$ cat src/rtl/ps2_pkg.sv
// Shared types and scan-code constants for the PS/2 set-2 decoder.
// The optional ASCII lookup is enabled with the PS2_DECODE_ASCII_EN macro.
package ps2_pkg;

  typedef enum logic [1:0] {
    F_IDLE = 2'd0,
    F_POP  = 2'd1,
    F_GAP  = 2'd2
  } fetch_state_t;

  typedef enum logic [1:0] {
    P_NORM    = 2'd0,
    P_BRK     = 2'd1,
    P_EXT     = 2'd2,
    P_EXT_BRK = 2'd3
  } prefix_state_t;

  localparam logic [7:0] PS2_BREAK  = 8'hF0;
  localparam logic [7:0] PS2_EXT    = 8'hE0;
  localparam logic [7:0] PS2_PAUSE  = 8'hE1;
  localparam logic [7:0] PS2_ACK    = 8'hFA;
  localparam logic [7:0] PS2_BAT_OK = 8'hAA;
  localparam logic [7:0] PS2_ECHO   = 8'hEE;
  localparam logic [7:0] PS2_RESEND = 8'hFE;

  // Keyboard housekeeping bytes that carry no key information.
  function automatic logic is_discard(input logic [7:0] b);
    return (b == PS2_PAUSE) || (b == PS2_ACK) || (b == PS2_BAT_OK) ||
           (b == PS2_ECHO) || (b == PS2_RESEND);
  endfunction

endpackage

$ cat src/rtl/ps2_ascii_rom.sv
// Set-2 scan code to ASCII lookup: lower-case letters, digits and space.
// Extended (E0-prefixed) codes always map to 0.
module ps2_ascii_rom (
  input  logic [7:0] code,
  input  logic       ext,
  output logic [7:0] ascii
);

  always_comb begin
    ascii = 8'h00;
    if (!ext) begin
      case (code)
        8'h1C: ascii = 8'h61; 8'h32: ascii = 8'h62; 8'h21: ascii = 8'h63;
        8'h23: ascii = 8'h64; 8'h24: ascii = 8'h65; 8'h2B: ascii = 8'h66;
        8'h34: ascii = 8'h67; 8'h33: ascii = 8'h68; 8'h43: ascii = 8'h69;
        8'h3B: ascii = 8'h6A; 8'h42: ascii = 8'h6B; 8'h4B: ascii = 8'h6C;
        8'h3A: ascii = 8'h6D; 8'h31: ascii = 8'h6E; 8'h44: ascii = 8'h6F;
        8'h4D: ascii = 8'h70; 8'h15: ascii = 8'h71; 8'h2D: ascii = 8'h72;
        8'h1B: ascii = 8'h73; 8'h2C: ascii = 8'h74; 8'h3C: ascii = 8'h75;
        8'h2A: ascii = 8'h76; 8'h1D: ascii = 8'h77; 8'h22: ascii = 8'h78;
        8'h35: ascii = 8'h79; 8'h1A: ascii = 8'h7A;
        8'h45: ascii = 8'h30; 8'h16: ascii = 8'h31; 8'h1E: ascii = 8'h32;
        8'h26: ascii = 8'h33; 8'h25: ascii = 8'h34; 8'h2E: ascii = 8'h35;
        8'h36: ascii = 8'h36; 8'h3D: ascii = 8'h37; 8'h3E: ascii = 8'h38;
        8'h46: ascii = 8'h39;
        8'h29: ascii = 8'h20;
        default: ascii = 8'h00;
      endcase
    end
  end

endmodule

$ cat src/rtl/ps2_scancode_decoder.sv
// Pops bytes from the PS/2 receiver FIFO and decodes set-2 make/break/E0 sequences
// into key events. Define PS2_DECODE_ASCII_EN to drive key_ascii from the lookup.
module ps2_scancode_decoder
  import ps2_pkg::*;
#(
  parameter int CNT_W = 8
) (
  input  logic             clk,
  input  logic             rst,
  input  logic [7:0]       kbd_data,
  input  logic             kbd_ready,
  input  logic             kbd_overflow,
  output logic             kbd_nextdata_n,
  output logic [7:0]       key_code,
  output logic             key_ext,
  output logic [7:0]       key_ascii,
  output logic             key_pressed,
  output logic             key_valid,
  output logic [CNT_W-1:0] key_cnt,
  output logic             err
);

  // Handshake: kbd_ready is the FIFO's valid for kbd_data; a byte is taken when
  // IDLE sees kbd_ready=1, and acknowledged by holding kbd_nextdata_n low for the
  // single POP cycle. GAP lets the receiver advance its head before the next look.
  fetch_state_t  fstate, fstate_n;
  prefix_state_t pstate, pstate_n;
  logic [7:0]       byte_q;
  logic [7:0]       code_n;
  logic             ext_n, pressed_n, valid_n;
  logic [CNT_W-1:0] cnt_n;
  logic             make_ext, brk_ext;

  always_ff @(posedge clk or posedge rst) begin
    if (rst) begin
      fstate <= F_IDLE;
      byte_q <= 8'h00;
    end else begin
      fstate <= fstate_n;
      if (fstate == F_IDLE && kbd_ready) byte_q <= kbd_data;
    end
  end

  always_comb begin
    fstate_n = fstate;
    case (fstate)
      F_IDLE:  if (kbd_ready) fstate_n = F_POP;
      F_POP:   fstate_n = F_GAP;
      F_GAP:   fstate_n = F_IDLE;
      default: fstate_n = F_IDLE;
    endcase
  end

  assign kbd_nextdata_n = (fstate != F_POP);

  assign make_ext = (pstate == P_EXT);
  assign brk_ext  = (pstate == P_EXT_BRK);

  always_comb begin
    pstate_n  = pstate;
    code_n    = key_code;
    ext_n     = key_ext;
    pressed_n = key_pressed;
    valid_n   = 1'b0;
    cnt_n     = key_cnt;
    if (fstate == F_POP) begin
      if (byte_q == PS2_EXT) begin
        if (pstate == P_NORM)     pstate_n = P_EXT;
        else if (pstate == P_BRK) pstate_n = P_EXT_BRK;
      end else if (byte_q == PS2_BREAK) begin
        if (pstate == P_NORM)     pstate_n = P_BRK;
        else if (pstate == P_EXT) pstate_n = P_EXT_BRK;
      end else if (pstate == P_NORM && is_discard(byte_q)) begin
        pstate_n = pstate;
      end else if (pstate == P_NORM || pstate == P_EXT) begin
        // A make matching the held key is typematic auto-repeat.
        if (!(key_pressed && byte_q == key_code && make_ext == key_ext)) begin
          code_n    = byte_q;
          ext_n     = make_ext;
          pressed_n = 1'b1;
          valid_n   = 1'b1;
          cnt_n     = key_cnt + {{(CNT_W-1){1'b0}}, 1'b1};
        end
        pstate_n = P_NORM;
      end else begin
        if (key_pressed && byte_q == key_code && brk_ext == key_ext) pressed_n = 1'b0;
        pstate_n = P_NORM;
      end
    end
  end

  always_ff @(posedge clk or posedge rst) begin
    if (rst) begin
      pstate      <= P_NORM;
      key_code    <= 8'h00;
      key_ext     <= 1'b0;
      key_pressed <= 1'b0;
      key_valid   <= 1'b0;
      key_cnt     <= '0;
      err         <= 1'b0;
    end else begin
      pstate      <= pstate_n;
      key_code    <= code_n;
      key_ext     <= ext_n;
      key_pressed <= pressed_n;
      key_valid   <= valid_n;
      key_cnt     <= cnt_n;
      if (kbd_overflow) err <= 1'b1;
    end
  end

`ifdef PS2_DECODE_ASCII_EN
  ps2_ascii_rom u_ascii_rom (
    .code  (key_code),
    .ext   (key_ext),
    .ascii (key_ascii)
  );
`else
  assign key_ascii = 8'h00;
`endif

endmodule

$ cat config.mk
export PLATFORM = sky130hd
export DESIGN_NAME = ps2_scancode_decoder
export DESIGN_NICKNAME = d
export VERILOG_FILES = /design/src/rtl/ps2_pkg.sv /design/src/rtl/ps2_ascii_rom.sv /design/src/rtl/ps2_scancode_decoder.sv
export SDC_FILE = /design/constraint.sdc
export NUM_CORES = 1
export LEC_CHECK = 0
export BUFFER_PORTS_ARGS = -buffer_cell sky130_fd_sc_hd__buf_2
export CAP_MARGIN = 20
export CORE_ASPECT_RATIO = 1.1
export CORE_MARGIN = 2
export CORE_UTILIZATION = 55
export CTS_CLUSTER_DIAMETER = 30
export CTS_CLUSTER_SIZE = 20
export DETAILED_ROUTE_END_ITERATION = 8
export PLACE_DENSITY = 0.94
export SETUP_SLACK_MARGIN = 0.2
export SLEW_MARGIN = 20
export SYNTH_ARGS = -nofsm -noshare
export SYNTH_HDL_FRONTEND = slang
export SYNTH_SLANG_ARGS = --single-unit
$ cat constraint.sdc
create_clock -name clk -period 5.8 [get_ports clk]
set_input_delay 0.58 -clock clk [delete_from_list [all_inputs] [get_ports clk]]
set_output_delay 0.58 -clock clk [all_outputs]
set_load 0.01 [all_outputs]
**Word-level counts from Yosys, hierarchy flattened**

Index checks and enable logic that the tools add are counted.

- Register bits after elaboration: 32
- Bits of input ports: 12
- Output and inout bits: 29
- Logic and storage cells: 68

- Add/sub/neg operators: 1
- Eq/ne operators: 20
- Muxes and demuxes: 18
- Bitwise operators: 4
- Reductions and logical operators: 16

Operator list:

| operator | count |
|---|---|
| 8-bit equality test, second input constant | 7 |
| 2-bit two-way mux | 8 |
| 6-bit AND reduction | 2 |
| 1-bit two-way mux | 9 |
| 8-bit by 1-bit adder with 8-bit output, second input constant | 1 |
| 8-bit equality test | 1 |
| 1-bit logical AND | 5 |
| 1-bit logical OR | 5 |
| 2-bit by 1-bit equality test with 1-bit output, second input constant | 2 |
| 2-bit equality test, second input constant | 2 |
| 2-bit logical NOT | 2 |
| 2-bit != test, second input constant | 2 |
| 4-bit != test, second input constant | 1 |
| 1-bit inverter | 4 |
| 2-bit one-hot mux with 2 select lines | 1 |
| 4-bit AND reduction | 1 |
| 3-bit by 1-bit != test with 1-bit output, second input constant | 1 |
| 3-bit != test, second input constant | 1 |
| 1-bit equality test | 2 |
| 2-bit by 1-bit != test with 1-bit output, second input constant | 1 |
| 2-bit nonzero test | 1 |

**Logic depth before layout (Yosys ltp)**

Gate-level depths: netlist of the first run.

- Depth in word-level cells: 10
- Gate-level depth with buffers: 7
- Gate-level depth less buffers: 6

**Least setup slack after synthesis of the first run**

No wires, ideal clock.

- Kind: register to register
- Start: register byte_q[4]
- End: register key_code[0]
- Setup time: 0.125 ns
- Arrival: 1.910 ns
- Required time: 5.675 ns
- Setup slack: 3.765 ns
- Cell stages (with the launch flop): 8
- Buffers on the path: 2
- Clock period less this slack: 2.035 ns
- Cells stage by stage: dfrtp_1 > buf_2 > or3_1 > a2111oi_2 > a2111oi_4 > nand2_4 > buf_6 > mux2_4

- Word-level cells in the longest chain between the ends: 8
- Elaborated cells on any way between the ends: 20
- Those cells by class: eq/ne (8); bitwise (4); reduce/logical (8)

RTL lines:

| item | RTL line | RTL |
|---|---|---|
| start, declared | ps2_scancode_decoder.sv:28 | `logic [7:0] byte_q;` |
| start signal, assigned | ps2_scancode_decoder.sv:40 | `if (fstate == F_IDLE && kbd_ready) byte_q <= kbd_data;` |
| 8-bit equality test | ps2_pkg.sv:28 | `return (b == PS2_PAUSE) \|\| (b == PS2_ACK) \|\| (b == PS2_BAT_OK) \|\|` |
| 1-bit logical OR (3 in series) | ps2_pkg.sv:28 |  |
| 1-bit logical OR | ps2_pkg.sv:29 | `(b == PS2_ECHO) \|\| (b == PS2_RESEND);` |
| 1-bit logical AND | ps2_scancode_decoder.sv:73 | `end else if (pstate == P_NORM && is_discard(byte_q)) begin` |
| 1-bit inverter (no source line) | n/a |  |
| 6-bit AND reduction (no source line) * | n/a |  |
| end signal, assigned | ps2_scancode_decoder.sv:103 | `key_code <= code_n;` |
| end, declared | ps2_scancode_decoder.sv:14 | `output logic [7:0] key_code,` |

Mark *: on every way between the ends. The rest lies on a longest branch, timed or not.
A chain may end at the register's enable or synchronous reset.

**Final worst setup path of the first run**

- Start: register byte_q[6]
- End: register key_cnt[1]

- Word-level cells in the longest chain between the ends: 8
- Elaborated cells on any way between the ends: 20
- Those cells by class: eq/ne (8); bitwise (4); reduce/logical (8)

RTL lines:

| item | RTL line | RTL |
|---|---|---|
| 8-bit equality test | ps2_pkg.sv:28 |  |
| 1-bit logical OR (3 in series) | ps2_pkg.sv:28 |  |
| 1-bit logical OR | ps2_pkg.sv:29 |  |
| 1-bit logical AND | ps2_scancode_decoder.sv:73 |  |
| 1-bit inverter (no source line) | n/a |  |
| 6-bit AND reduction (no source line) * | n/a |  |
| end signal, assigned | ps2_scancode_decoder.sv:107 | `key_cnt <= cnt_n;` |
| end, declared | ps2_scancode_decoder.sv:19 | `output logic [CNT_W-1:0] key_cnt,` |

Marked as above.

==> flow_metrics.tcl, run 1 <==
set metrics [dict create \
    cp_data_arrival_time_ns 2.52 \
    synth.avg_cell_area_um2 12.4 \
    vias_per_cell 5.34 \
    p_int_w 0.000492 \
    multiInputGateArea_um2 702 \
    cts.clk_slew.worst_paths_ns 0.09 \
    cts_setup_buffers 0 \
    finalClockSkew_ns 0.0114 \
    rrSetupSlack_ns 3.50 \
    synth_top_area_share_pct 51.0 \
    drc 0 \
    synth.area.top_cells "dfrtp_1 51%, mux2_2 7.2%, mux2_4 6.7%" \
    synth.cell_area_um2 1570 \
    fin_setup_tns_ns 0 \
    gp_congestion 0.816 \
    rows 20 \
    wl_per_cell_um 15.0 \
    synth_most_common_cell "dfrtp_1" \
    n_fill_cell 241 \
    grt_pass1_vias 1018 \
    final_area_um2 1770 \
    rr_worst_depth 5 \
    grt_max_degree 33 \
    setup_viol_count_final 0 \
    regArea_um2 801 \
    finalCritPeriodShare_pct 39.7 \
    cts_root_buf "clkbuf_4" \
    async_flop_share_pct 100 \
    path_max_fanout 12 \
    clk_latency_ns 0.33 \
    synth_cell_types 36 \
    pwr-share-seq_pct 49.1 \
    rsz0062_at_grt "no" \
    synth-seq-cells 32 \
    drt_iter0_markers 17 \
    synth.top_cells.by_count "32 x dfrtp_1, 10 x mux2_2, 9 x xnor2_1" \
    fmax_mhz 435 \
    clockPowerShare_pct 14.6 \
    power_density_nw_per_um2 442 \
    dp_cells 188 \
    run_status "finished, final reports clean" \
    synth.largest_area_cell "dfrtp_1" \
    slew_headroom_pct 55.7 \
    drive_gt1_share_pct 39.5 \
    reg2reg_to "key_cnt[1]" \
    power.switching_w 0.000290 \
    required_ns 6.02 \
    start_util_pct 57.0 \
    ant_nets 0 \
    die-area_um2 3300 \
    timing.rr.start "byte_q[6]" \
    ys.flop_type "dfrtp_1" \
    fp.dieH_um 60.0 \
    n_antenna_cell 0 \
    p_leak_nw 0.845 \
    worst_setup_path_end_kind "flip-flop" \
    syn-instance-count 127 \
    cts_resized 0 \
    clock_path_buffers 2 \
    fin_cells 195 \
    start_kind "flip-flop" \
    cts_made_buffers 5 \
    worst_pin_slew_ns 0.662 \
    cp-startpoint "byte_q[6]" \
    grt_util_all_layers_pct 20.7 \
    area_growth_pct 12.7 \
    drv_cap 0 \
    power_switching_share_pct 37.1 \
    min_period_ns 2.30 \
    coreArea_um2 2750 \
    synth_edf_count 0 \
    post-dp-hpwl_um 2150 \
    p_comb_share_pct 36.3 \
    grt_antenna_before_repair 0 \
    grt_pass1_wl_um 4640 \
    cts_tree "yes" \
    pin_count 41 \
    dpl-instance-area_um2 1720 \
    peakVddDrop_v 0.000269 \
    via_count 1041 \
    cts.htree.levels 2 \
    portBuffers 32 \
    synth_warnings 0 \
    cts.sinks 32 \
    crit_type "reg2reg" \
    cp-endpoint "key_cnt[1]" \
    die_w_um 54.9 \
    final_hold_viol_count 0 \
    hp-class "in2async" \
    ys_seq_area_share_pct 51.0 \
    gr-total-overflow 0 \
    slew_viol_final 0 \
    totalWireLength_um 2920 \
    nets 175 \
    dr.pass1.iters 4 \
    postCtsHoldBufs 0 \
]
-- worst min-delay path by stage --
stage / from / endpoint / slack [ns] / cells after the start
after detailed placement: err / err / 0.46 / 1
final: rst / key_code[6] / 0.33 / 2
after global routing: rst / key_cnt[2] / 0.38 / 2
after floorplan: fstate[1] / fstate[1] / 0.46 / 1
after CTS: rst / key_code[6] / 0.35 / 2
after global placement: err / err / 0.45 / 1
-- kinds of logic (layout without fill, tap and decap cells) --
family,count (synthesis),in the layout,synth area share (%)
other,1,8,0.239
AND/OR/NAND/NOR,36,36,13.2
adder cells (fa/ha/maj),1,1,0.797
flip-flops,32,32,51.0
buffers and inverters,16,44,6.29
AO/OA/AOI/OAI,7,7,5.10
multiplexers,17,17,13.9
XOR/XNOR,17,17,9.48
-- metrics by stage --
step                util (%)  worst slack, ns  hold WS, ns  total power [W]
floorplan                  -             3.76        0.462         0.000578
global placement        62.4             3.64        0.446         0.000654
global route            64.3             3.35        0.385         0.000839
finish                  64.3             3.50        0.327         0.000782
detailed placement      62.4             3.49        0.457         0.000674
CTS                     64.1             3.48        0.346         0.000790
-- state kept, by name (all words and copies together) (netlist names) --
signal,flops
byte_q,8
err,1
fstate,2
key_cnt,8
key_code,8
key_ext,1
key_pressed,1
key_valid,1
pstate,2
-- per-layer routing --
| layer | wire, µm | up-vias | part of all wire [%] | GRT usage, % |
|---|---|---|---|---|
| met2 | 1510 | 35 | 52 | 33.3 |
| met1 | 1180 | 511 | 40 | 25.5 |
| met3 | 194 | 4 | 6.6 | 5.25 |
| li1 | - | 491 | - | - |
| met4 | 36 | 0 | 1.2 | 10.5 |
| met5 | 0 | - | 0 | 0 |
-- worst max-delay path: stages, from the launching register on --
cell	delay [ns]
dfrtp_1	0.47
xor2_1	0.20
nor4_1	0.45
nand4_1	0.39
nand2_4	0.33
mux2_2	0.36
-- power groups by stage --
stage | clock network [W] | registers (W) | logic [W]
3_3_place_gp | 0 | 0.000380 | 0.000274
2_1_floorplan | 0 | 0.000389 | 0.000189
4_1_cts | 0.000118 | 0.000383 | 0.000288
5_1_grt | 0.000126 | 0.000397 | 0.000317
3_5_place_dp | 0 | 0.000387 | 0.000288
6_report | 0.000114 | 0.000384 | 0.000284
-- cell usage in the layout, fill, tap and decap left out, drive strengths merged, types with 2 or more instances in the layout --
cell type  instances
nand2              8
inv                5
nand4              5
nor4               2
clkbuf             6
xor2               8
buf               32
mux2              17
nor2b              3
conb               8
a2111oi            2
nor2               5
nand3              3
dfrtp             32
and3               3
xnor2              9
-- final cells by class --
type,count,share of cell area (%)
repair buffers,32,9.05
clock buffers,6,2.33
multi-input cells,86,39.7
well taps,33,2.33
inverters,5,1.06
clock inverters,1,0.283
flip-flops and latches,32,45.3
(Power assumes the default switching activity.)
==> run 2, diff against run 1 <==
--- a/config.mk
+++ b/config.mk
@@ -5,15 +5,16 @@
 export SDC_FILE = /design/constraint.sdc
 export NUM_CORES = 1
 export LEC_CHECK = 0
+export ABC_AREA = 1
 export BUFFER_PORTS_ARGS = -buffer_cell sky130_fd_sc_hd__buf_2
 export CAP_MARGIN = 20
 export CORE_ASPECT_RATIO = 1.1
 export CORE_MARGIN = 2
-export CORE_UTILIZATION = 55
+export CORE_UTILIZATION = 48
 export CTS_CLUSTER_DIAMETER = 30
 export CTS_CLUSTER_SIZE = 20
 export DETAILED_ROUTE_END_ITERATION = 8
-export PLACE_DENSITY = 0.94
+export PLACE_DENSITY = 0.86
 export SETUP_SLACK_MARGIN = 0.2
 export SLEW_MARGIN = 20
 export SYNTH_ARGS = -nofsm -noshare
==> constraint.sdc (replaced) <==
create_clock -name clk -period 1.91 [get_ports clk]
set_input_delay 0.191 -clock clk [delete_from_list [all_inputs] [get_ports clk]]
set_output_delay 0.191 -clock clk [all_outputs]
set_load 0.01 [all_outputs]
==> run 2 against run 1 <==
  * Critical path depth grew 7
  * Critical endpoint is now key_pressed
  * Total power grew to 3.0 times the previous value
  * Combinational power grew to 2.8 times the previous value
  * Non-clock buffer count grew 3
  * Clock skew shrank 0.0043 ns
  * First-iteration DRC count grew to 2.8 times the previous value
  * Setup slack lost 3.2 ns
  * Sequential power grew to 2.7 times the previous value
==> flow_metrics.tcl, run 2 <==
set metrics [dict create \
    run_status "finished, final reports clean" \
    hold_end "err" \
    final_util_pct 58.1 \
    grt_max_degree 33 \
    synth-seq-cells 32 \
    cp_data_arrival_time_ns 1.77 \
    required_ns 2.09 \
    final_hold_viol_count 0 \
    mostFrequentLayoutCell "nand2_1" \
    p_leak_nw 1.10 \
    vias_per_cell 4.79 \
    start_util_pct 49.1 \
    min_period_ns 1.59 \
    die_w_um 61.6 \
    power_density_nw_per_um2 1150 \
    synth.top_cells.by_count "79 x nand2_1, 32 x dfrtp_1, 28 x o21ai_0" \
    synth.avg_cell_area_um2 7.64 \
    via_count 1522 \
    reg2reg_to "key_pressed" \
    most-common-layout-cells "78 x nand2_1, 32 x buf_2, 31 x dfrtp_1, 27 x o21ai_0, 22 x inv_1" \
    coreArea_um2 3570 \
    drive_gt1_share_pct 21.6 \
    hp-class "in2reg" \
    synth_warnings 0 \
    drv_cap 0 \
    syn-instance-count 229 \
    rsz0062_at_grt "yes" \
    async_flop_share_pct 100 \
    synth.cell_area_um2 1750 \
    drt_iter0_markers 47 \
    die-area_um2 4150 \
    rows 23 \
    synth.area.top_cells "dfrtp_1 46%, nand2_1 17%, o21ai_0 8.0%" \
    rrSetupSlack_ns 0.32 \
    ys_seq_area_share_pct 45.7 \
    finalClockSkew_ns 0.00714 \
    peakVddDrop_v 0.000887 \
    cts_tree "yes" \
    clk_latency_ns 0.29 \
    pin_count 41 \
    portBuffers 32 \
    totalWireLength_um 3610 \
    grt_util_all_layers_pct 20.5 \
    nets 280 \
    n_fill_cell 326 \
    gr-total-overflow 0 \
    setup_viol_count_final 0 \
    path_max_fanout 20 \
    fp.dieH_um 67.3 \
    grt_pass1_vias 1406 \
    finalCritPeriodShare_pct 83.4 \
    slew_viol_final 0 \
    fmax_mhz 628 \
    n_antenna_cell 0 \
    grt_pass1_wl_um 6270 \
    ant_nets 0 \
    cts_made_buffers 5 \
    met1_length_um 1580 \
    dr.pass1.iters 4 \
    synth_cell_types 25 \
    synth_top_area_share_pct 45.7 \
    min_path_cells 2 \
    post-dp-hpwl_um 2480 \
    min_from "kbd_overflow" \
    fin_setup_tns_ns 0 \
    top_regs "byte_q (8), key_cnt (8), key_code (8)" \
    synth.largest_area_cell "dfrtp_1" \
    drc 0 \
    crit_type "reg2reg" \
    wl_met3_um 255 \
    timing.rr.start "byte_q[0]" \
    wl_per_cell_um 11.4 \
    highest_layer "met4" \
    place_ws_ns 0.305 \
    ys.flop_type "dfrtp_1" \
    area_growth_pct 18.4 \
    synth_most_common_cell "nand2_1" \
    setup_ws_ns 0.318 \
    cts_root_buf "clkbuf_8" \
    cts.htree.levels 2 \
    start_kind "flip-flop" \
    cts.clk_slew.worst_paths_ns 0.07 \
    rr_worst_depth 12 \
    cts.sinks 32 \
    synth_edf_count 0 \
    wl_met2_um 1710 \
    clock_path_buffers 2 \
    grt_antenna_before_repair 0 \
    worst_setup_path_end_kind "flip-flop" \
    gp_congestion 0.863 \
]
==> run 2: worst max path at each step <==
stage / from / to / slack [ns] / depth (start not counted)
4_1_cts: byte_q[1] / key_cnt[4] / 0.29 / 10
3_3_place_gp: byte_q[2] / key_code[4] / 0.33 / 9
6_report: byte_q[0] / key_pressed / 0.32 / 12
5_1_grt: byte_q[7] / key_cnt[1] / 0.19 / 9
3_5_place_dp: byte_q[1] / key_cnt[4] / 0.31 / 10
2_1_floorplan: byte_q[2] / key_code[0] / 0.47 / 11
==> run 2: per-stage QoR <==
| step | cell area, µm² | power (W) | hold slack, ns | std cells |
|---|---|---|---|---|
| floorplan | 1780 | 0.00155 | 0.300 | 236 |
| CTS | 2020 | 0.00236 | 0.0823 | 316 |
| global route | 2070 | 0.00257 | 0.0860 | 318 |
| detailed placement | 1920 | 0.00180 | 0.292 | 307 |
| finish | 2070 | 0.00238 | 0.0862 | 318 |
| global placement | 1920 | 0.00179 | 0.288 | 307 |
==> run 2: critical path, stage by stage (launching register included) <==
cell and delay, ns:
dfrtp_2 0.45, inv_2 0.07, nand2_1 0.07, nor2_1 0.13
nand2_1 0.07, nand2_1 0.06, nand2_1 0.05, nand2_1 0.08
nand2_2 0.09, nand2_8 0.16, nor2_4 0.10, nor2_1 0.10
nor2_1 0.05
==> run 2: repair_timing <==
action	4_1_cts	5_1_grt
endpoints found under the hold margin	32	0
setup buffers	0	1
hold buffers	1	0
gates resized for setup	0	7
setup endpoints to repair	0	18
==> run 2: kinds of logic after synthesis <==
family | synth area share, %
fa+ha+maj | 0.715
compound gates | 9.01
xor+xnor | 3.50
flops | 45.7
simple gates | 30.1
buf+inv | 10.7
other cells | 0.214
==> run 2: area by class of cell <==
type | instances | area (µm²) | share of cell area, %
multi-input cells | 167 | 818 | 39.5
flip-flops and latches | 32 | 802 | 38.7
repair buffers | 35 | 198 | 9.54
inverters | 26 | 97.6 | 4.71
clock buffers | 7 | 86.3 | 4.17
well taps | 50 | 62.6 | 3.02
clock inverters | 1 | 7.51 | 0.362
==> run 2: power by group <==
group	total (W)	switching [W]	leakage [nW]	internal, W
Combinational	0.000783	0.000475	0.653	0.000308
Sequential	0.00105	0.000198	0.404	0.000852
Clock	0.000543	0.000251	0.0445	0.000292
Total	0.00238	0.000923	1.10	0.00145
==> run 2: routing by layer <==
layer  GRT usage [%]  vias to the layer above
li1                -                      776
met2            32.9                       57
met1            25.7                      681
met5               0                        -
met3            5.94                        8
met4            8.24                        0
